===== src/rtl/mgmt_gpio_bank.sv =====
// Management GPIO bank: register-mapped pad outputs and enables, synchronised inputs,
// sticky edge interrupts and a per-pin hardware blink driven by a shared prescaler.
module mgmt_gpio_bank #(
   parameter int NPINS = 8,
   parameter int DIV_W = 16
) (
   input  logic             core_clk,
   input  logic             RST,
   input  logic             bus_sel,
   input  logic             bus_we,
   input  logic [2:0]       bus_addr,
   input  logic [31:0]      bus_wdata,
   output logic [31:0]      bus_rdata,
   output logic             bus_ack,
   input  logic [NPINS-1:0] gpio_in,
   output logic [NPINS-1:0] gpio_out,
   output logic [NPINS-1:0] gpio_oeb,
   output logic             irq
);

   typedef enum logic [2:0] {
      A_DATA_OUT   = 3'd0,
      A_OEB        = 3'd1,
      A_DATA_IN    = 3'd2,
      A_RISE_EN    = 3'd3,
      A_FALL_EN    = 3'd4,
      A_IRQ_STATUS = 3'd5,
      A_BLINK_EN   = 3'd6,
      A_BLINK_DIV  = 3'd7
   } reg_addr_e;

   reg_addr_e        addr;
   logic             wr, rd;
   logic             unused_wdata;

   logic [NPINS-1:0] data_out_q, data_out_d, oeb_q, oeb_d;
   logic [NPINS-1:0] rise_en_q, rise_en_d, fall_en_q, fall_en_d;
   logic [NPINS-1:0] status_q, status_d, blink_en_q, blink_en_d;
   logic [DIV_W-1:0] blink_div_q, blink_div_d, presc_q, presc_d;
   logic             phase_q, phase_d, primed_q, primed_d;
   logic [NPINS-1:0] s1_q, s1_d, s2_q, s2_d, s3_q, s3_d;
   logic [NPINS-1:0] rise, fall, edge_set, w1c_mask;
   logic             ack_q, ack_d, irq_q, irq_d;
   logic [31:0]      rdata_q, rdata_d;
   logic [NPINS-1:0] gpio_out_q, gpio_out_d, gpio_oeb_q, gpio_oeb_d;

   assign addr         = reg_addr_e'(bus_addr);
   assign wr           = bus_sel & bus_we;
   assign rd           = bus_sel & ~bus_we;
   assign unused_wdata = ^bus_wdata;

   always_comb begin
      // NOTE: every _d defaults to its _q (or a constant) first, so no branch can infer a latch.
      data_out_d  = data_out_q;
      oeb_d       = oeb_q;
      rise_en_d   = rise_en_q;
      fall_en_d   = fall_en_q;
      blink_en_d  = blink_en_q;
      blink_div_d = blink_div_q;
      s1_d        = gpio_in;
      s2_d        = s1_q;
      s3_d        = s2_q;
      primed_d    = 1'b1;
      ack_d       = bus_sel;
      rdata_d     = '0;
      irq_d       = |status_q;

      if (rd) begin
         case (addr)
            A_DATA_OUT:   rdata_d = 32'(data_out_q);
            A_OEB:        rdata_d = 32'(oeb_q);
            A_DATA_IN:    rdata_d = 32'(s2_q);
            A_RISE_EN:    rdata_d = 32'(rise_en_q);
            A_FALL_EN:    rdata_d = 32'(fall_en_q);
            A_IRQ_STATUS: rdata_d = 32'(status_q);
            A_BLINK_EN:   rdata_d = 32'(blink_en_q);
            A_BLINK_DIV:  rdata_d = 32'(blink_div_q);
            default:      rdata_d = '0;
         endcase
      end

      // A new edge beats a same-cycle W1C on the same bit.
      rise     = s2_q & ~s3_q;
      fall     = ~s2_q & s3_q;
      edge_set = primed_q ? ((rise & rise_en_q) | (fall & fall_en_q)) : '0;
      w1c_mask = (wr && addr == A_IRQ_STATUS) ? bus_wdata[NPINS-1:0] : '0;
      status_d = (status_q & ~w1c_mask) | edge_set;

      if (wr) begin
         case (addr)
            A_DATA_OUT:  data_out_d  = bus_wdata[NPINS-1:0];
            A_OEB:       oeb_d       = bus_wdata[NPINS-1:0];
            A_RISE_EN:   rise_en_d   = bus_wdata[NPINS-1:0];
            A_FALL_EN:   fall_en_d   = bus_wdata[NPINS-1:0];
            A_BLINK_EN:  blink_en_d  = bus_wdata[NPINS-1:0];
            A_BLINK_DIV: blink_div_d = bus_wdata[DIV_W-1:0];
            default:     ;
         endcase
      end

      if (wr && addr == A_BLINK_DIV) begin
         presc_d = '0;
         phase_d = 1'b0;
      end else if (|blink_en_q) begin
         if (presc_q == blink_div_q) begin
            presc_d = '0;
            phase_d = ~phase_q;
         end else begin
            presc_d = presc_q + DIV_W'(1);
            phase_d = phase_q;
         end
      end else begin
         presc_d = '0;
         phase_d = 1'b0;
      end

      // Outputs follow next-state register values so the pads match the registers with no lag.
      gpio_out_d = (blink_en_d & {NPINS{phase_d}}) | (data_out_d & ~blink_en_d);
      gpio_oeb_d = oeb_d;
   end

   always_ff @(posedge core_clk) begin
      if (RST) begin
         data_out_q  <= '0;
         oeb_q       <= '1;
         rise_en_q   <= '0;
         fall_en_q   <= '0;
         status_q    <= '0;
         blink_en_q  <= '0;
         blink_div_q <= '0;
         presc_q     <= '0;
         phase_q     <= 1'b0;
         primed_q    <= 1'b0;
         s1_q        <= '0;
         s2_q        <= '0;
         s3_q        <= '0;
         ack_q       <= 1'b0;
         rdata_q     <= '0;
         irq_q       <= 1'b0;
         gpio_out_q  <= '0;
         gpio_oeb_q  <= '1;
      end else begin
         data_out_q  <= data_out_d;
         oeb_q       <= oeb_d;
         rise_en_q   <= rise_en_d;
         fall_en_q   <= fall_en_d;
         status_q    <= status_d;
         blink_en_q  <= blink_en_d;
         blink_div_q <= blink_div_d;
         presc_q     <= presc_d;
         phase_q     <= phase_d;
         primed_q    <= primed_d;
         s1_q        <= s1_d;
         s2_q        <= s2_d;
         s3_q        <= s3_d;
         ack_q       <= ack_d;
         rdata_q     <= rdata_d;
         irq_q       <= irq_d;
         gpio_out_q  <= gpio_out_d;
         gpio_oeb_q  <= gpio_oeb_d;
      end
   end

   assign bus_ack   = ack_q;
   assign bus_rdata = rdata_q;
   assign irq       = irq_q;
   assign gpio_out  = gpio_out_q;
   assign gpio_oeb  = gpio_oeb_q;

endmodule


===== config.mk =====
export PLATFORM = sky130hd
export DESIGN_NAME = mgmt_gpio_bank
export DESIGN_NICKNAME = d
export VERILOG_FILES = /design/src/rtl/mgmt_gpio_bank.sv
export SDC_FILE = /design/constraint.sdc
export NUM_CORES = 1
export LEC_CHECK = 0
export ABC_CLOCK_PERIOD_IN_PS = 2320
export CAP_MARGIN = 5
export CORE_MARGIN = 5
export CORE_UTILIZATION = 50
export DETAILED_ROUTE_END_ITERATION = 6
export GPL_ROUTABILITY_DRIVEN = 0
export MAX_ROUTING_LAYER = met4
export PLACE_DENSITY = 0.86
export SLEW_MARGIN = 40
export SYNTH_ARGS = -nofsm -noshare
export SYNTH_HDL_FRONTEND = slang
export SYNTH_SLANG_ARGS = --single-unit

===== constraint.sdc =====
create_clock -name core_clk -period 2.32 [get_ports core_clk]
set_clock_uncertainty 0.05 [all_clocks]
set_input_delay 0.348 -clock core_clk [delete_from_list [all_inputs] [get_ports core_clk]]
set_output_delay 0.348 -clock core_clk [all_outputs]
set_load 0.03 [all_outputs]

==> summary.md <==
| Metric | Value |
|---|---|
| Clock tree buffer depth | `2` |
| Area Growth Syn to Fin | `24.89%` |
| Diodes inserted | `0` |
| Syn avg cell area | `8.545 sq um` |
| Average routed wire per standard cell | `~17 um` |
| Initial antenna violation count | `0` |
| CP Cell Sequence | `xnor2_1 > nand4_1 > nor4_4 > mux2i_2 > buf_4 > a221oi_1` |
| RSZ-0062 raised after global routing | `no` |
| Min-Delay Endpoint | `blink_div_q[3]` |
| Sequential fraction of the synthesis area | `between 40% and 50%` |
| Share of layout cells above drive strength 1 | `8.941%` |
| Worst R2R End | `gpio_out[1]` |
| IO buf count | `64` |
| Via density | `between 5 and 6` |
| Post-CTS Setup Bufs | `0` |
| Cells after Synth | `646` |
| H-tree depth | `4` |
| Setup crit start kind | `flip-flop` |
| Fillers | `869` |
| Seq cells post-synth | `approximately 130` |
| GRT Overall Usage | `23.81%` |
| Final HPWL DP | `10,630 um` |
| DIE HEIGHT | `115.1 um` |
| Hold buffers post-CTS | `0` |
| Clock sinks | `132` |
| Fin. Hold Viols | `0` |
| Die area | `13,240 sq um` |
| R2r setup slk | `280 ps` |
| Grt total ovfl | `0` |
| Post-Syn Area | `about 5500 sq um` |
| Inserted Clock Buffers | `17` |
| Final wirelength | `15,040 um` |
| Via count | `4,930` |
| Worst-path fanout max | `8` |
| Pre-antenna DRT Iters | `6` |
| Cell depth of the worst hold path | `2` |
| Vias in the first global route | `a little under 5,000` |
| Slew margin rel. | `66.20%` |
| Crit path time final | `2039 ps` |
| CP max stage cell | `dfxtp_1` |
| Critical Path RT | `2660 ps` |
| Peak VDD IR | `0.6534 mV` |
| Final Cycle Share | `between 80% and 90%` |
| CP endpoint kind | `flip-flop` |
| FMAX | `490.4 MHz` |
| Power Density | `just under 800 nW/um^2` |
| EDFF count, synth | `0` |
| FF-to-FF Start | `presc_q[3]` |
| Max-cap violations | `0` |
| Clk Tree Root Cell | `clkbuf_8` |
| Seq. cell area | `between 2000 and 3000 sq um` |
| Later-pin clock latency in the skew report | `roughly 520 ps` |
| Largest net degree at the start of global routing | `53` |
| Area of the multi-input gates | `2623 sq um` |
| Resize count post-CTS | `0` |
| HP Start | `RST` |
| Core Box Area | `10,840 sq um` |
| CP Class | `reg -> reg` |
| CP peak stage delay | `470 ps` |
| Nets@finish | `762` |
| Post-synth ARST share | `0%` |
| Starting DRT DRC Count | `approximately 590` |
| Slew @ Worst Pin | `~510 ps` |
| Io pins | `97` |
| Setup violators final | `0` |
| Post-synth top flop | `dfxtp_1` |
| Starting Density | `50.92%` |
| Clock tree from TritonCTS | `yes` |
| Synth warnings | `0` |
| Clk slew on worst S/H paths | `approximately 60 ps` |
| Slew Limit Fails | `0` |
| Register-to-Register Path Depth | `6` |
| First-pass GRT wire length | `~24,000 um` |
| CP arrival | `2380 ps` |
| Chip Width | `115.1 um` |
| Crit. Startpoint | `presc_q[3]` |
| Setup TNS | `0 ps` |
| Status | `complete, no violations` |
| Final hold slack | `119.4 ps` |
| Leak | `roughly 0.0026 uW` |
| Drc violations | `0` |
| Yosys cell types | `41` |
| DRT antenna net count | `0` |
| Worst hold path class | `in -> reg` |
| Std-Cell Rows | `38` |
==> kinds of logic after synthesis <==
| logic type | count (synthesis) | synth area share [%] |
|---|---|---|
| DFF | 132 | 47.87 |
| muxes | 20 | 3.921 |
| adders and majority gates | 1 | 0.2266 |
| other | 1 | 0.06793 |
| xor gates and xnor gates | 31 | 4.918 |
| buffers and inverters | 64 | 5.644 |
| AOI/OAI and AO/OA | 121 | 13.49 |
| and+or+nand+nor | 276 | 23.87 |
==> final cells by class <==
cell class / instances / area share, %
Clock buffer: 19 / 6.116
Clock inverter: 13 / 2.305
Inverter: 8 / 0.4356
Multi-Input combinational cell: 465 / 38.04
Sequential cell: 132 / 38.33
Tap cell: 140 / 2.541
Timing Repair Buffer: 90 / 12.23
==> synthesized netlist by cell type (5+ instances only) <==
cell type | instances | area (sq um)
mux2i_1 | 18 | 180.2
nor2b_1 | 30 | 187.7
nand4_1 | 7 | 43.79
nand3_1 | 11 | 55.05
inv_1 | 7 | 26.28
buf_4 | 16 | 120.1
nand2_1 | 124 | 465.5
nand3b_1 | 8 | 60.06
xnor2_1 | 26 | 227.7
o21ai_0 | 38 | 190.2
xor2_1 | 5 | 43.79
nor2_1 | 53 | 198.9
clkbuf_1 | 35 | 131.4
a21oi_1 | 46 | 230.2
a221oi_1 | 17 | 148.9
a22o_1 | 6 | 52.55
a22oi_1 | 10 | 75.07
nand2b_1 | 6 | 37.54
and3_1 | 11 | 68.82
dfxtp_1 | 132 | 2643
and2_1 | 10 | 62.56
==> worst max path at each step <==
stage                       end  slack (ps)  cells after the start
floorplan           gpio_out[0]         560                      5
global placement    gpio_out[1]         110                      6
detailed placement  gpio_out[0]           6                      6
CTS                 gpio_oeb[6]         270                      1
global route        gpio_out[1]         160                      6
finish              gpio_out[1]         280                      6
==> layer usage <==
metal / vias to the layer above / global-route usage (%) / wire, um
li1: 2295 / - / -
met1: 2325 / 26.27 / 5598
met2: 249 / 39.81 / 7570
met3: 61 / 5.526 / 1236
met4: 0 / 12.68 / 630
met5: - / - / 0
==> worst max-delay path, delay by kind of cell (launching register included) <==
family          cells  cell delay (ps)
simple gates        2              580
flops               1              470
compound gates      1              360
buf+inv             1              190
xor+xnor            1              150
mux                 1              110
==> report_power, final <==
group / switching, uW / internal [uW]
combinational: 241 / 154
sequential: 28.0 / 2310
clock: 966 / 1630
==> cells in the final DEF (no fill, tap or decap), drive strengths merged, types with 18 or more instances in the layout <==
master         netlist  routed
o21ai               38      38
nor2                53      53
nand2              124     124
mux2i               19      19
a21oi               46      46
clkbuf              35      19
buf                 21      27
clkdlybuf4s50        0      63
dfxtp              132     132
xnor2               26      26
a221oi              18      18
nor2b               30      30
==> per-stage QoR <==
step                cell area, sq um  power, uW  util, %  cells  setup slack, ps
finish                          6894       5329    63.60    867            280.7
global route                    6894       5507    63.60    867            156.5
CTS                             6894       5351    63.60    867            271.3
detailed placement              6314       2768    58.24    835            5.987
global placement                6314       2755    58.24    835            107.9
floorplan                       5577       2631        -    661            560.9
(Power assumes the default switching activity.)
